===== config.mk =====
export PLATFORM = sky130hd
export DESIGN_NAME = core_sequencer_flat
export DESIGN_NICKNAME = d
export VERILOG_FILES = /design/src/rtl/core_sequencer_if.sv /design/src/rtl/core_sequencer.sv /design/src/flat_wrapper.sv
export SDC_FILE = /design/constraint.sdc
export NUM_CORES = 1
export LEC_CHECK = 0
export ABC_AREA = 1
export ABC_CLOCK_PERIOD_IN_PS = 1230
export CAP_MARGIN = 15
export CORE_UTILIZATION = 32
export DETAILED_ROUTE_END_ITERATION = 7
export GPL_TIMING_DRIVEN = 0
export MAX_ROUTING_LAYER = met4
export PLACE_DENSITY = 0.74
export SYNTH_ARGS = -nofsm -noshare
export SYNTH_HDL_FRONTEND = slang
export SYNTH_SLANG_ARGS = --single-unit

===== constraint.sdc =====
create_clock -name clk -period 1.23 [get_ports clk]
set_input_delay 0.3075 -clock clk [delete_from_list [all_inputs] [get_ports clk]]
set_output_delay 0.3075 -clock clk [all_outputs]
set_load 0.01 [all_outputs]

===== src/rtl/core_sequencer_if.sv =====
// rtl/core_sequencer_if.sv - shared memory port between the sequencer and the memory system
interface core_sequencer_if;
  logic        mem_req;
  logic        mem_we;
  logic        mem_is_fetch;
  logic        mem_ready;
  logic [31:0] mem_rdata;

  modport master (
    output mem_req,
    output mem_we,
    output mem_is_fetch,
    input  mem_ready,
    input  mem_rdata
  );

  modport slave (
    input  mem_req,
    input  mem_we,
    input  mem_is_fetch,
    output mem_ready,
    output mem_rdata
  );
endinterface


===== src/rtl/core_sequencer.sv =====
// rtl/core_sequencer.sv - multi-cycle RV32I control FSM owning PC, IR and the shared memory port
// Optional performance counters enabled by CORE_SEQUENCER_PERF_COUNTERS_EN.
module core_sequencer #(
  parameter logic [31:0] RESET_PC = 32'h0000_0000
) (
  input  logic                      clk,
  input  logic                      rst,
  core_sequencer_if.master          mem,
  output logic [31:0]               instr,
  input  logic                      dec_reg_wren,
  input  logic                      dec_ram_wren,
  input  logic                      dec_reg_write_data_src,
  input  logic [31:0]               pc_next,
  output logic [31:0]               pc,
  output logic                      reg_wren,
  input  logic                      halt_req,
  output logic                      halted,
  output logic                      trap,
  output logic                      retire,
  output logic [31:0]               cycle_count,
  output logic [31:0]               instret_count
);

  localparam logic [2:0] ST_FETCH     = 3'd0;
  localparam logic [2:0] ST_DECODE    = 3'd1;
  localparam logic [2:0] ST_EXECUTE   = 3'd2;
  localparam logic [2:0] ST_MEM       = 3'd3;
  localparam logic [2:0] ST_WRITEBACK = 3'd4;
  localparam logic [2:0] ST_HALTED    = 3'd5;
  localparam logic [2:0] ST_TRAP      = 3'd6;

  localparam logic [31:0] NOP = 32'h0000_0013;

  logic [2:0] state;
  logic [2:0] state_next;
  logic       opcode_legal;
  logic       run;

  always_comb begin
    opcode_legal = 1'b0;
    case (instr[6:0])
      7'b0110011, 7'b0010011, 7'b0000011, 7'b0100011, 7'b1100011,
      7'b1101111, 7'b1100111, 7'b0110111, 7'b0010111: opcode_legal = 1'b1;
      default: opcode_legal = 1'b0;
    endcase
  end

  always_comb begin
    state_next = state;
    case (state)
      ST_FETCH:     if (mem.mem_ready) state_next = ST_DECODE;
      ST_DECODE:    state_next = opcode_legal ? ST_EXECUTE : ST_TRAP;
      ST_EXECUTE:   state_next = (dec_ram_wren || dec_reg_write_data_src) ? ST_MEM : ST_WRITEBACK;
      ST_MEM:       if (mem.mem_ready) state_next = ST_WRITEBACK;
      ST_WRITEBACK: state_next = halt_req ? ST_HALTED : ST_FETCH;
      ST_HALTED:    if (!halt_req) state_next = ST_FETCH;
      ST_TRAP:      state_next = ST_TRAP;
      default:      state_next = ST_FETCH;
    endcase
  end

  always_ff @(posedge clk) begin
    if (rst) begin
      state <= ST_FETCH;
      pc    <= RESET_PC;
      instr <= NOP;
    end else begin
      state <= state_next;
      if (state == ST_FETCH && mem.mem_ready) instr <= mem.mem_rdata;
      if (state == ST_WRITEBACK) pc <= pc_next;
    end
  end

  // Reset masks every strobe so an aborted request or write never leaks out.
  assign run              = ~rst;
  assign mem.mem_req      = run && (state == ST_FETCH || state == ST_MEM);
  assign mem.mem_we       = run && (state == ST_MEM) && dec_ram_wren;
  assign mem.mem_is_fetch = (state == ST_FETCH);
  assign reg_wren         = run && (state == ST_WRITEBACK) && dec_reg_wren;
  assign retire           = run && (state == ST_WRITEBACK);
  assign halted           = run && (state == ST_HALTED);
  assign trap             = run && (state == ST_TRAP);

`ifdef CORE_SEQUENCER_PERF_COUNTERS_EN
  logic [31:0] cycle_q;
  logic [31:0] instret_q;

  always_ff @(posedge clk) begin
    if (rst) begin
      cycle_q   <= 32'h0;
      instret_q <= 32'h0;
    end else begin
      cycle_q <= cycle_q + 32'h1;
      if (retire) instret_q <= instret_q + 32'h1;
    end
  end

  assign cycle_count   = cycle_q;
  assign instret_count = instret_q;
`else
  assign cycle_count   = 32'h0;
  assign instret_count = 32'h0;
`endif

endmodule


===== src/flat_wrapper.sv =====
// flat-port wrapper written by rule: the top's interface ports become plain ports
module core_sequencer_flat 
#(
  parameter logic [31:0] RESET_PC = 32'h0000_0000
)
  (clk, rst, instr, dec_reg_wren, dec_ram_wren, dec_reg_write_data_src, pc_next, pc, reg_wren, halt_req, halted, trap, retire, cycle_count, instret_count, mem_mem_req, mem_mem_we, mem_mem_is_fetch, mem_mem_ready, mem_mem_rdata);
  core_sequencer_if mem_i ();
  input  logic clk;
  input  logic rst;
  output logic [31:0] instr;
  input  logic dec_reg_wren;
  input  logic dec_ram_wren;
  input  logic dec_reg_write_data_src;
  input  logic [31:0] pc_next;
  output logic [31:0] pc;
  output logic reg_wren;
  input  logic halt_req;
  output logic halted;
  output logic trap;
  output logic retire;
  output logic [31:0] cycle_count;
  output logic [31:0] instret_count;
  output wire logic [$bits(mem_i.mem_req)-1:0] mem_mem_req;
  output wire logic [$bits(mem_i.mem_we)-1:0] mem_mem_we;
  output wire logic [$bits(mem_i.mem_is_fetch)-1:0] mem_mem_is_fetch;
  input wire logic [$bits(mem_i.mem_ready)-1:0] mem_mem_ready;
  input wire logic [$bits(mem_i.mem_rdata)-1:0] mem_mem_rdata;
  assign mem_mem_req = mem_i.mem_req;
  assign mem_mem_we = mem_i.mem_we;
  assign mem_mem_is_fetch = mem_i.mem_is_fetch;
  assign mem_i.mem_ready = mem_mem_ready;
  assign mem_i.mem_rdata = mem_mem_rdata;
  core_sequencer #(.RESET_PC(RESET_PC)) u_core (.clk(clk), .rst(rst), .mem(mem_i), .instr(instr), .dec_reg_wren(dec_reg_wren), .dec_ram_wren(dec_ram_wren), .dec_reg_write_data_src(dec_reg_write_data_src), .pc_next(pc_next), .pc(pc), .reg_wren(reg_wren), .halt_req(halt_req), .halted(halted), .trap(trap), .retire(retire), .cycle_count(cycle_count), .instret_count(instret_count));
endmodule

Word-level counts from Yosys, hierarchy flattened
Cells that the tools add are included.
- equality and inequality tests: 18
- multiplexer cells: 8
- bitwise logic cells: 1
- reductions and logical operators: 13
- operators by type and width (cell ; number):
    $eq 7x6->1 const B ; 3
    $eq 7x7->1 const B ; 3
    $pmux 3 s7 ; 1
    $mux 3 ; 6
    $eq 7x5->1 const B ; 2
    $eq 3x3->1 const B ; 3
    $reduce_or 9->1 ; 1
    $logic_and 1x1->1 ; 8
    $eq 7x2->1 const B ; 1
    $eq 3x2->1 const B ; 2
    $ne 2x2->1 const B ; 2
    $eq 3x1->1 const B ; 1
    $logic_not 3->1 ; 1
    $reduce_and 3->1 ; 1
    $logic_or 1x1->1 ; 2
    $ne 2x1->1 const B ; 1
    $mux 1 ; 1
    $not 1->1 ; 1
- bits in registers: 67
- output and inout port bits: 135
- logic and storage cells: 43

Logic depth before layout (Yosys ltp)
Gate-level depths: netlist (run 1).
- depth in word-level cells: 5
- mapped depth: 9
- gate-level depth less buffers: 9

Worst setup path before layout (run 1)
OpenSTA, ideal clock, no wires.
- path kind: reg2out
- from: reg u_core.state[1]
- to: out reg_wren
- data arrival time: 1.107 ns
- data required time: 0.923 ns
- path slack: -0.185 ns
- cell stages (with the launch flop): 5
- buffers on the path: 1
- cells stage by stage: dfxtp_1 nor2_4 nand2_1 buf_2 nor3b_1
- longest elaborated chain between the ends: 3
- RTL lines (item ; RTL line ; source):
    from (decl) ; core_sequencer.sv:34 ; logic [2:0] state;
    from (signal assigned) ; core_sequencer.sv:68 ; state <= state_next;
    $eq 3x3->1 ; core_sequencer.sv:79 ; assign reg_wren = run && (state == ST_WRITEBACK) && dec_reg_wren;
    $logic_and 1x1->1 (2 in a row) ; core_sequencer.sv:79 ;
    to (decl) ; flat_wrapper.sv:16 ; output logic reg_wren;
No other way between the ends.

Worst setup path in the final report (run 1)
- from: reg u_core.state[0]
- to: out reg_wren
The elaborated chain is that of the path after synthesis.

==> summary by stage, run 1 <==
Outcome
The flow ran to the end, but the final reports show violations. The checks that failed: setup timing.

Worst setup path
The slowest library cell on the worst path is sky130_fd_sc_hd__dfxtp_4. STA classifies the critical path startpoint as a register. Walking the worst path, the cells encountered are nor2_4 -> nand2_4 -> buf_6 -> nor3b_4 -> buf_6. The endpoint required time on the critical path is approximately 900 ps.

The worst register-to-register path has a depth of 9. In this run the critical register-to-register path is captured at u_core.instr[26]$_SDFFE_PP0P_. In this run the worst path has a maximum fanout of 4. The cell that appears most often on the critical path is sky130_fd_sc_hd__buf_6.

For this run, the slowest stage of the critical path takes between 300 and 400 ps. The critical setup path kind is register to primary output. The start point of the critical path is u_core.state[0]$_SDFFE_PP0P_.

STA classifies the critical path endpoint as a primary output. The arrival time at the worst endpoint is 1340 ps. The worst register-to-register path begins at u_core.state[0]$_SDFFE_PP0P_. The setup slack of the worst register-to-register path is -210 ps.

The most critical setup path has its endpoint at reg_wren.

Clock tree
TritonCTS created 9 clock buffers. The clock passes through at most 2 buffers. The deepest level of the CTS H-tree is 3. Clock-pin slew was measured on the worst setup and hold paths at about 90 ps.

Hold repair after CTS inserted 0 buffers. TritonCTS built the clock tree. The tree is rooted in a sky130_fd_sc_hd__clkbuf_8.

The clock drives 67 sinks. At the later pin of the worst-skew pair, clock insertion delay measures around 340 ps.

Finish
In the layout the commonest cells are 81 x sky130_fd_sc_hd__buf_4, 70 x sky130_fd_sc_hd__nand2_1, 69 x sky130_fd_sc_hd__clkdlybuf4s50_1, 68 x sky130_fd_sc_hd__nor2_1, 64 x sky130_fd_sc_hd__conb_1. The layout net count is 708. The final core area utilization is 58.14%. The library cell used most frequently in the layout, excluding fill and tap cells, is sky130_fd_sc_hd__buf_4.

The number of antenna diodes in the final layout is 0. With fillers left out, the area of the finished cells amounts to between 5000 and 6000 um^2. The ratio of cells with drive above 1 in the final layout is 44.39%.

The number of filler cells placed in the layout is 852. The post-synthesis to final-layout area growth is 76.21%.

Placement
The number of buffers added on ports is between 100 and 150. Before CTS, the worst setup slack after placement is -655.7 ps. The instance area after placement is between 4000 and 5000 um^2.

At the end of routability-driven placement, the weighted congestion stood at a little over 0.8. Detailed placement ended at an HPWL of roughly 6.6 mm.

Synth
The register bit count reported by yosys is between 60 and 70. The share of the Yosys chip area taken by registers is 44.21%. In the post-synthesis netlist, the biggest area contributors are sky130_fd_sc_hd__dfxtp_1 44%, sky130_fd_sc_hd__buf_4 16%, sky130_fd_sc_hd__nand2_1 8.9%. The count of yosys warnings during synthesis is 0. The area of the mapped netlist is between 3000 and 4000 um^2. The number of distinct standard cells referenced by the synthesized netlist is 26. Synthesis handed over a netlist of 398 instances. The share of the synthesized area in the top cell type is around 44%.

The mean cell area of the mapped netlist is 7.624 um^2. The cell taking the most area after synthesis is sky130_fd_sc_hd__dfxtp_1.

GRT
The first global-routing pass estimated roughly 14 mm of wire. The overall track demand over capacity in global routing is between 10% and 20%. The sum of overflow across all layers after global routing is 0. The global-route track usage on met2 is approximately 32%.

The met1 track demand over resource is ~21%. The fraction of met3 tracks used by global routing is under 10%. The number of global-route vias before repair is 3045.

The initial antenna violation count is 0. The pin count of the biggest net entering global routing is 13. met2 is the most crowded layer.

Floorplanning
From bottom edge to top edge, the die measures just under 100 um. The initial utilization of the core area, before any placement, comes to between 30 and 40%. 206 I/O pins were placed. The die footprint is 9875 um^2. After floorplanning, the core was sized to cover a little over 9000 um^2. The die width is approximately 99 um. The number of standard-cell rows in the floorplan is 35.

Timing
The number of pins exceeding their max-slew limit in the final report is 0. The slack of the critical path is -417.6 ps. The highest clock rate is between 600 and 700 MHz.

Setup violations remaining at the end of the flow were counted as 47. The share of the clock period used by the worst path is 133.9%. The routed design could run at a clock period as short as around 1600 ps. The post-route clock skew is ~17 ps. Headroom to the max-slew limit came out at between 60 and 70%.

Final hold analysis gives a worst-case slack of roughly 250 ps. At the pin with the least slew margin, the transition time is around 520 ps. Setup repair after global routing could not meet its margin everywhere. The number of hold violations in the final report came to 0.

Drt
The number of remaining DRC errors is 0. The via count of the routed design is roughly 3200. The number of DRC violations after detailed-routing iteration 0 is 74.

The number of vias per cell after detailed routing is 4.211. The per-cell routed wire length is ~12 um. Wires add up to around 9.4 mm. The first detailed-routing pass took 4 iterations.

The count of nets left with antenna violations after detail routing is 0.

Power
The total leakage power is between 2 and 3 nW. The total power per unit cell area is about 1800 nW/um^2. The power consumption is 9.863 mW. IR analysis of the VDD net gives a maximum drop of about 1100 uV.

Worst hold path
The class of the most critical hold timing path is input pin to register.

Flow run
The number of maximum-capacitance violations is 0.
[through the flow]
stage	setup TNS (ps)	instances
after detailed placement	-15630	712
after global placement	-14190	712
final	-6766	753
after CTS	-5638	748
after global routing	-11300	753
after floorplan	-11.24	461
[layer usage]
metal / part of all wire [%] / up-vias
met2: 50 / 144
met3: 8.2 / 13
met4: 1.4 / 0
met5: 0 / -
li1: - / 1608
met1: 40 / 1406
[logic make-up (layout without fill, tap and decap cells)]
kind of cell / count (synthesis) / count (layout) / share of synthesized area (%)
other cells: 1 / 64 / 0.1236
compound gates: 70 / 70 / 12.54
flops: 67 / 67 / 44.21
simple gates: 164 / 164 / 22.10
buf+inv: 96 / 277 / 21.03
[worst min path at each step]
stage                                  start                             to  cells after the start
2_1_floorplan               mem_mem_rdata[0]   u_core.instr[0]$_SDFFE_PP1P_                      2
3_3_place_gp   u_core.instr[11]$_SDFFE_PP0P_  u_core.instr[11]$_SDFFE_PP0P_                      2
3_5_place_dp   u_core.instr[11]$_SDFFE_PP0P_  u_core.instr[11]$_SDFFE_PP0P_                      2
4_1_cts                                  rst  u_core.instr[29]$_SDFFE_PP0P_                      2
5_1_grt                                  rst  u_core.instr[29]$_SDFFE_PP0P_                      2
6_report                                 rst  u_core.instr[30]$_SDFFE_PP0P_                      2
[cell type report]
class / instances / area (um^2) / area share (%)
multi-input cells: 298 / 1454 / 27.19
flip-flops and latches: 67 / 1398 / 26.14
repair buffers: 165 / 1381 / 25.84
plain buffers: 84 / 684.4 / 12.80
well taps: 111 / 138.9 / 2.598
clock buffers: 10 / 127.6 / 2.387
clock inverters: 6 / 90.09 / 1.685
inverters: 12 / 72.57 / 1.357
[critical path, delay by kind of cell (launching register included)]
kind | cells | cell delay (ps)
buf+inv | 2 | 260
flops | 1 | 370
simple gates | 3 | 370
[registers in the layout, indices dropped and copies added (netlist names)]
signal,cells
u_core.instr,32
u_core.pc,32
u_core.state,3
[synth_stat cells, drive strengths merged]
library cell and count:
nand2 80, buf 78, nor2 72, dfxtp 67, o21ai 34, a21oi 33, inv 12, nand3 7
clkbuf 6, a21boi 1, conb 1, nand3b 1, nand4 1, nor3 1, nor3b 1, nor4 1
o211ai 1, o31ai 1
[where the power goes]
part	switching [mW]	total (mW)	internal (mW)
sequential	0.334	3.13	2.80
combinational	2.39	4.70	2.32
clock	0.880	2.03	1.15
[what timing repair did]
| item | in CTS | in global routing |
|---|---|---|
| endpoints found under the setup margin | 123 | 121 |
| cloned | 3 | 2 |
| resized for setup | 297 | 117 |
| setup buffers | 17 | 4 |
| pin swaps | 4 | 7 |
(Power assumes the default switching activity.)
==> run 2: changes to the inputs <==
Settings changed: RECOVER_POWER set to 100.
==> results of run 2 <==
The final DEF is identical to that of run 1; final timing and power are the same.
==> run 3: changes to the inputs <==
--- a/config.mk
+++ b/config.mk
@@ -7,3 +7,3 @@
 export LEC_CHECK = 0
-export ABC_AREA = 1
+export ABC_AREA = 0
 export ABC_CLOCK_PERIOD_IN_PS = 1230
@@ -16,2 +16,3 @@
 export RECOVER_POWER = 100
+export SETUP_SLACK_MARGIN = 0.5
 export SYNTH_ARGS = -nofsm -noshare
==> constraint.sdc (replaced) <==
create_clock -name clk -period 1.23 [get_ports clk]
set_input_delay 0.1845 -clock clk [delete_from_list [all_inputs] [get_ports clk]]
set_output_delay 0.1845 -clock clk [all_outputs]
set_load 0.01 [all_outputs]
==> run 3 against run 2 <==
The run still ends with setup timing left. Critical path depth up 3. Via count up 3.7%. Global-route usage up 0.27 points. Non-clock buffer count up 22. Sequential share of layout area down 2.9 points. Largest power group is now sequential cells. Critical endpoint is now u_core.instr[6]$_SDFFE_PP0P_. Area after synthesis down 0.16%. Count of clock-buffer cells in the layout up 3.
==> summary by stage, run 3 <==
Synth
The count of yosys warnings during synthesis is 0 (unchanged). The xor and xnor area share after synthesis was 0% (unchanged). The gate count after technology mapping is 393 (was 398). The largest family of logic cells by synthesized area is simple AND/OR/NAND/NOR gates (unchanged). Most instantiated cells after synthesis: 134 x sky130_fd_sc_hd__nand2_1, 67 x sky130_fd_sc_hd__dfxtp_1, 66 x sky130_fd_sc_hd__buf_4, 65 x sky130_fd_sc_hd__a21oi_1 (was 72 x sky130_fd_sc_hd__nand2_1, 71 x sky130_fd_sc_hd__nor2_1, 67 x sky130_fd_sc_hd__dfxtp_1, 65 x sky130_fd_sc_hd__buf_4, 34 x sky130_fd_sc_hd__o21ai_0). The share of the synthesized area in the top cell type is 44.28% (was 44.21%).

Biggest area contributors in the synthesized netlist: sky130_fd_sc_hd__dfxtp_1 44%, sky130_fd_sc_hd__nand2_1 17%, sky130_fd_sc_hd__buf_4 16% (was sky130_fd_sc_hd__dfxtp_1 44%, sky130_fd_sc_hd__buf_4 16%, sky130_fd_sc_hd__nand2_1 8.9%). The cell taking the most area after synthesis is sky130_fd_sc_hd__dfxtp_1 (unchanged). The number of distinct standard cells referenced by the synthesized netlist was 30 (was 26). The dominant register cell in the synthesized netlist is sky130_fd_sc_hd__dfxtp_1 (unchanged). The share of cell area taken by muxes after synthesis was 0% (unchanged). The mean cell area of the mapped netlist came to 7.708 um^2 (was 7.624 um^2). The share of the yosys chip area belonging to registers is 44.28% (was 44.21%). The synthesized-area fraction occupied by adder cells came to 0% (unchanged). The register bit count reported by yosys is 67 (unchanged). The area of the mapped netlist is 3029 um^2 (was 3034 um^2). The synthesized-area fraction occupied by ao, oa, aoi and oai cells is 13.09% (was 12.54%). The number of enable-type register cells in the synthesized netlist is 0 (unchanged). The most frequently used cell type in the post-synthesis netlist is sky130_fd_sc_hd__nand2_1 (unchanged). The fraction of synthesis flops using an asynchronous set or reset pin is 0% (unchanged). The simple-gate area share of the yosys netlist came to 21.81% (was 22.10%).

Flow run
The number of maximum-capacitance violations is 0 (unchanged).

Worst setup path
The arrival time at the worst endpoint came to 1720 ps (was 1340 ps). The buffering stage count on the worst path with inverters included is 4 (was 2). Crit-path cells: buf_6 -> nor3_4 -> and2_4 -> buf_12 -> buf_12 -> buf_16 -> nand2_4 -> a21oi_2 (was nor2_4 -> nand2_4 -> buf_6 -> nor3b_4 -> buf_6). The peak per-stage delay on the critical path is 360 ps (was 370 ps). The cell repeated most along the worst path is sky130_fd_sc_hd__buf_12 (was sky130_fd_sc_hd__buf_6). The critical setup path kind is register to register (was register to primary output).

The critical path capture point type is a register (was primary output). The largest driver fanout on the critical path came to 7 (was 4). The gate family responsible for the most delay along the worst path is buffers and inverters (was flip-flops). The slowest library cell on the worst path was sky130_fd_sc_hd__dfxtp_4 (unchanged). The nature of the critical path startpoint is a register (unchanged). The endpoint required time on the critical path came to 1480 ps (was 920 ps).

Placement
The HPWL after detailed placement is 6.294 mm (was 6.632 mm). The final weighted congestion of routability-driven global placement was 0.8589 (was 0.8047). The number of placed instances with taps included came to 707 (was 712). The post-place setup slack was -488.3 ps (was -655.7 ps). The number of buffers added on ports is 140 (unchanged).

GRT
The pin count of the biggest net entering global routing came to 11 (was 13). The initial antenna violation count came to 0 (unchanged). The sum of overflow across all layers after global routing came to 0 (unchanged). The number of global-route vias before repair was 3159 (was 3045). The first-pass GRT wire length is 14.37 mm (was 14.14 mm).

The overall track demand over capacity in global routing is 19.04% (was 18.77%).

Drt
The count of nets left with antenna violations after detail routing is 0 (unchanged). The number of remaining DRC errors is 0 (unchanged). The number of DRC violations after detailed-routing iteration 0 is 68 (was 74). The via count of the routed design came to 3288 (was 3171). The per-cell routed wire length is 13.42 um (was 12.48 um). The number of vias per cell after detailed routing came to 4.304 (was 4.211). The overall routed net length is 10.25 mm (was 9.394 mm).

The number of search-and-repair iterations in the first detailed-routing pass is 4 (unchanged).

Timing
The share of the clock period used by the worst path is 119.1% (was 133.9%). The highest clock rate is 682.6 MHz (was 607.0 MHz). The number of pins exceeding their max-slew limit in the final report came to 0 (unchanged). The setup violation total in the final timing report is 73 (was 47). Setup repair after global routing missed its margin: true (unchanged). The worst hold slack after final layout is 390.7 ps (was 253.4 ps). The post-route clock skew came to 8.749 ps (was 16.61 ps).

The number of hold violations in the final report was 0 (unchanged). The worst relative slew slack came to 55.47% (was 65.61%). The slack of the critical path is -235.1 ps (was -417.6 ps). The measured slew at the worst slew-check pin is 668.0 ps (was 515.8 ps). The shortest clock period the worst path allows after layout is 1465 ps (was 1648 ps).

Clock tree
The total CTS buffers came to 9 (unchanged). The deepest clock path buffer count was 2 (unchanged). The clock latency reported for the late side of the worst-skew pair is 330 ps (was 340 ps). The deepest level of the CTS H-tree is 3 (unchanged).

The total number of clock tree sinks is 67 (unchanged). The library cell used as clock root buffer is sky130_fd_sc_hd__clkbuf_8 (unchanged). The clock-pin slew reported for the worst setup and hold paths after clock tree synthesis is 70 ps (was 90 ps). The TritonCTS clock tree is yes (unchanged).

Finish
The number of antenna diodes came to 0 (unchanged). Leading registers by flop count: u_core.instr x32, u_core.pc x32, u_core.state x3 (unchanged). The final core area utilization came to 67.61% (was 58.14%). Commonest non-fill, non-tap cells in the layout: 89 x sky130_fd_sc_hd__buf_4, 84 x sky130_fd_sc_hd__nand2_1, 81 x sky130_fd_sc_hd__buf_6, 69 x sky130_fd_sc_hd__clkdlybuf4s50_1, 64 x sky130_fd_sc_hd__conb_1 (was 81 x sky130_fd_sc_hd__buf_4, 70 x sky130_fd_sc_hd__nand2_1, 69 x sky130_fd_sc_hd__clkdlybuf4s50_1, 68 x sky130_fd_sc_hd__nor2_1, 64 x sky130_fd_sc_hd__conb_1). The ratio of cells with drive above 1 in the final layout is 56.20% (was 44.39%).

The post-route non-filler standard cell count came to 764 (was 753). The most common cell after layout, fill and taps aside is sky130_fd_sc_hd__buf_4 (unchanged). The layout net count is 720 (was 708).

The post-synthesis to final-layout area growth was 105.2% (was 76.21%).

Floorplanning
The number of primary I/O pins was 206 (unchanged). The height of the chip is 99.30 um (was 99.38 um). The die width is 99.30 um (was 99.38 um).

The initial core utilization was 32.94% (was 32.99%). The number of standard-cell rows in the floorplan is 35 (unchanged). The die footprint came to 9860 um^2 (was 9875 um^2). The area inside the core boundary is 9196 um^2 (unchanged).

Outcome
Run status: finished with violations (unchanged). Violations in the final reports: setup timing (unchanged).

Power
The total power per unit cell area is 1034 nW/um^2 (was 1845 nW/um^2). The total leakage power came to 2.814 nW (was 2.543 nW). The worst supply voltage drop on vdd was 995.6 uV (was 1055 uV).

Worst hold path
The class of the most critical hold timing path is input pin to register (unchanged).
==> run 3: routing by layer <==
layer	vias to the layer above	part of all wire, %	GRT usage [%]
met4	0	1.1	6.335
met1	1496	38	20.21
li1	1644	-	-
met2	138	54	34.24
met5	-	0	-
met3	10	6.3	5.060
==> run 3: cell type report <==
| cell class | instances | area [um^2] |
|---|---|---|
| inverters | 1 | 3.754 |
| well taps | 111 | 138.9 |
| repair buffers | 182 | 1934 |
| plain buffers | 89 | 747.0 |
| clock buffers | 13 | 158.9 |
| clock inverters | 2 | 35.03 |
| fillers | 736 | 2979 |
| flip-flops and latches | 67 | 1443 |
| multi-input cells | 299 | 1757 |
==> run 3: what timing repair did <==
action                                  in CTS  in global routing
endpoints found under the setup margin     138                138
pin swaps                                   34                 41
hold buffers                                 0                  0
endpoints found under the hold margin        0                  0
gates resized for setup                    495                 99
gates cloned                                 7                  0
setup buffers                               16                 19
==> run 3: tightest hold or removal path, cell delays in order <==
cell and delay [ps]:
sky130_fd_sc_hd__clkdlybuf4s50_1 390, sky130_fd_sc_hd__nand2_1 50, sky130_fd_sc_hd__a21oi_1 50
==> run 3: through the flow <==
stage               cell area [um^2]  power, mW  setup TNS [ps]
finish                          6217      6.429           -7097
global route                    6217      6.735          -10980
CTS                             5714      6.185           -6080
detailed placement              4873      3.887          -14610
global placement                4873      3.863          -13880
floorplan                       3333      3.234               0
==> run 3: final timing paths <==
kind         slack, ps  depth (start not counted)                          from                      endpoint
max               -240                          8  u_core.state[2]$_SDFFE_PP0P_  u_core.instr[6]$_SDFFE_PP0P_
min reg2reg        460                          2    u_core.pc[22]$_SDFFE_PP0N_    u_core.pc[22]$_SDFFE_PP0N_
max reg2reg       -240                          8  u_core.state[2]$_SDFFE_PP0P_  u_core.instr[6]$_SDFFE_PP0P_
min                390                          3                   pc_next[23]    u_core.pc[23]$_SDFFE_PP0N_
==> run 3: logic make-up after synthesis <==
kind of cell	Yosys count
compound gates	74
buf+inv	90
flops	67
other cells	1
simple gates	161
==> run 3: power by group <==
part,leakage (nW),switching [mW],internal (mW)
Sequential,0.576,0.134,2.34
Combinational,2.14,0.916,1.21
Clock,0.0995,0.790,1.04
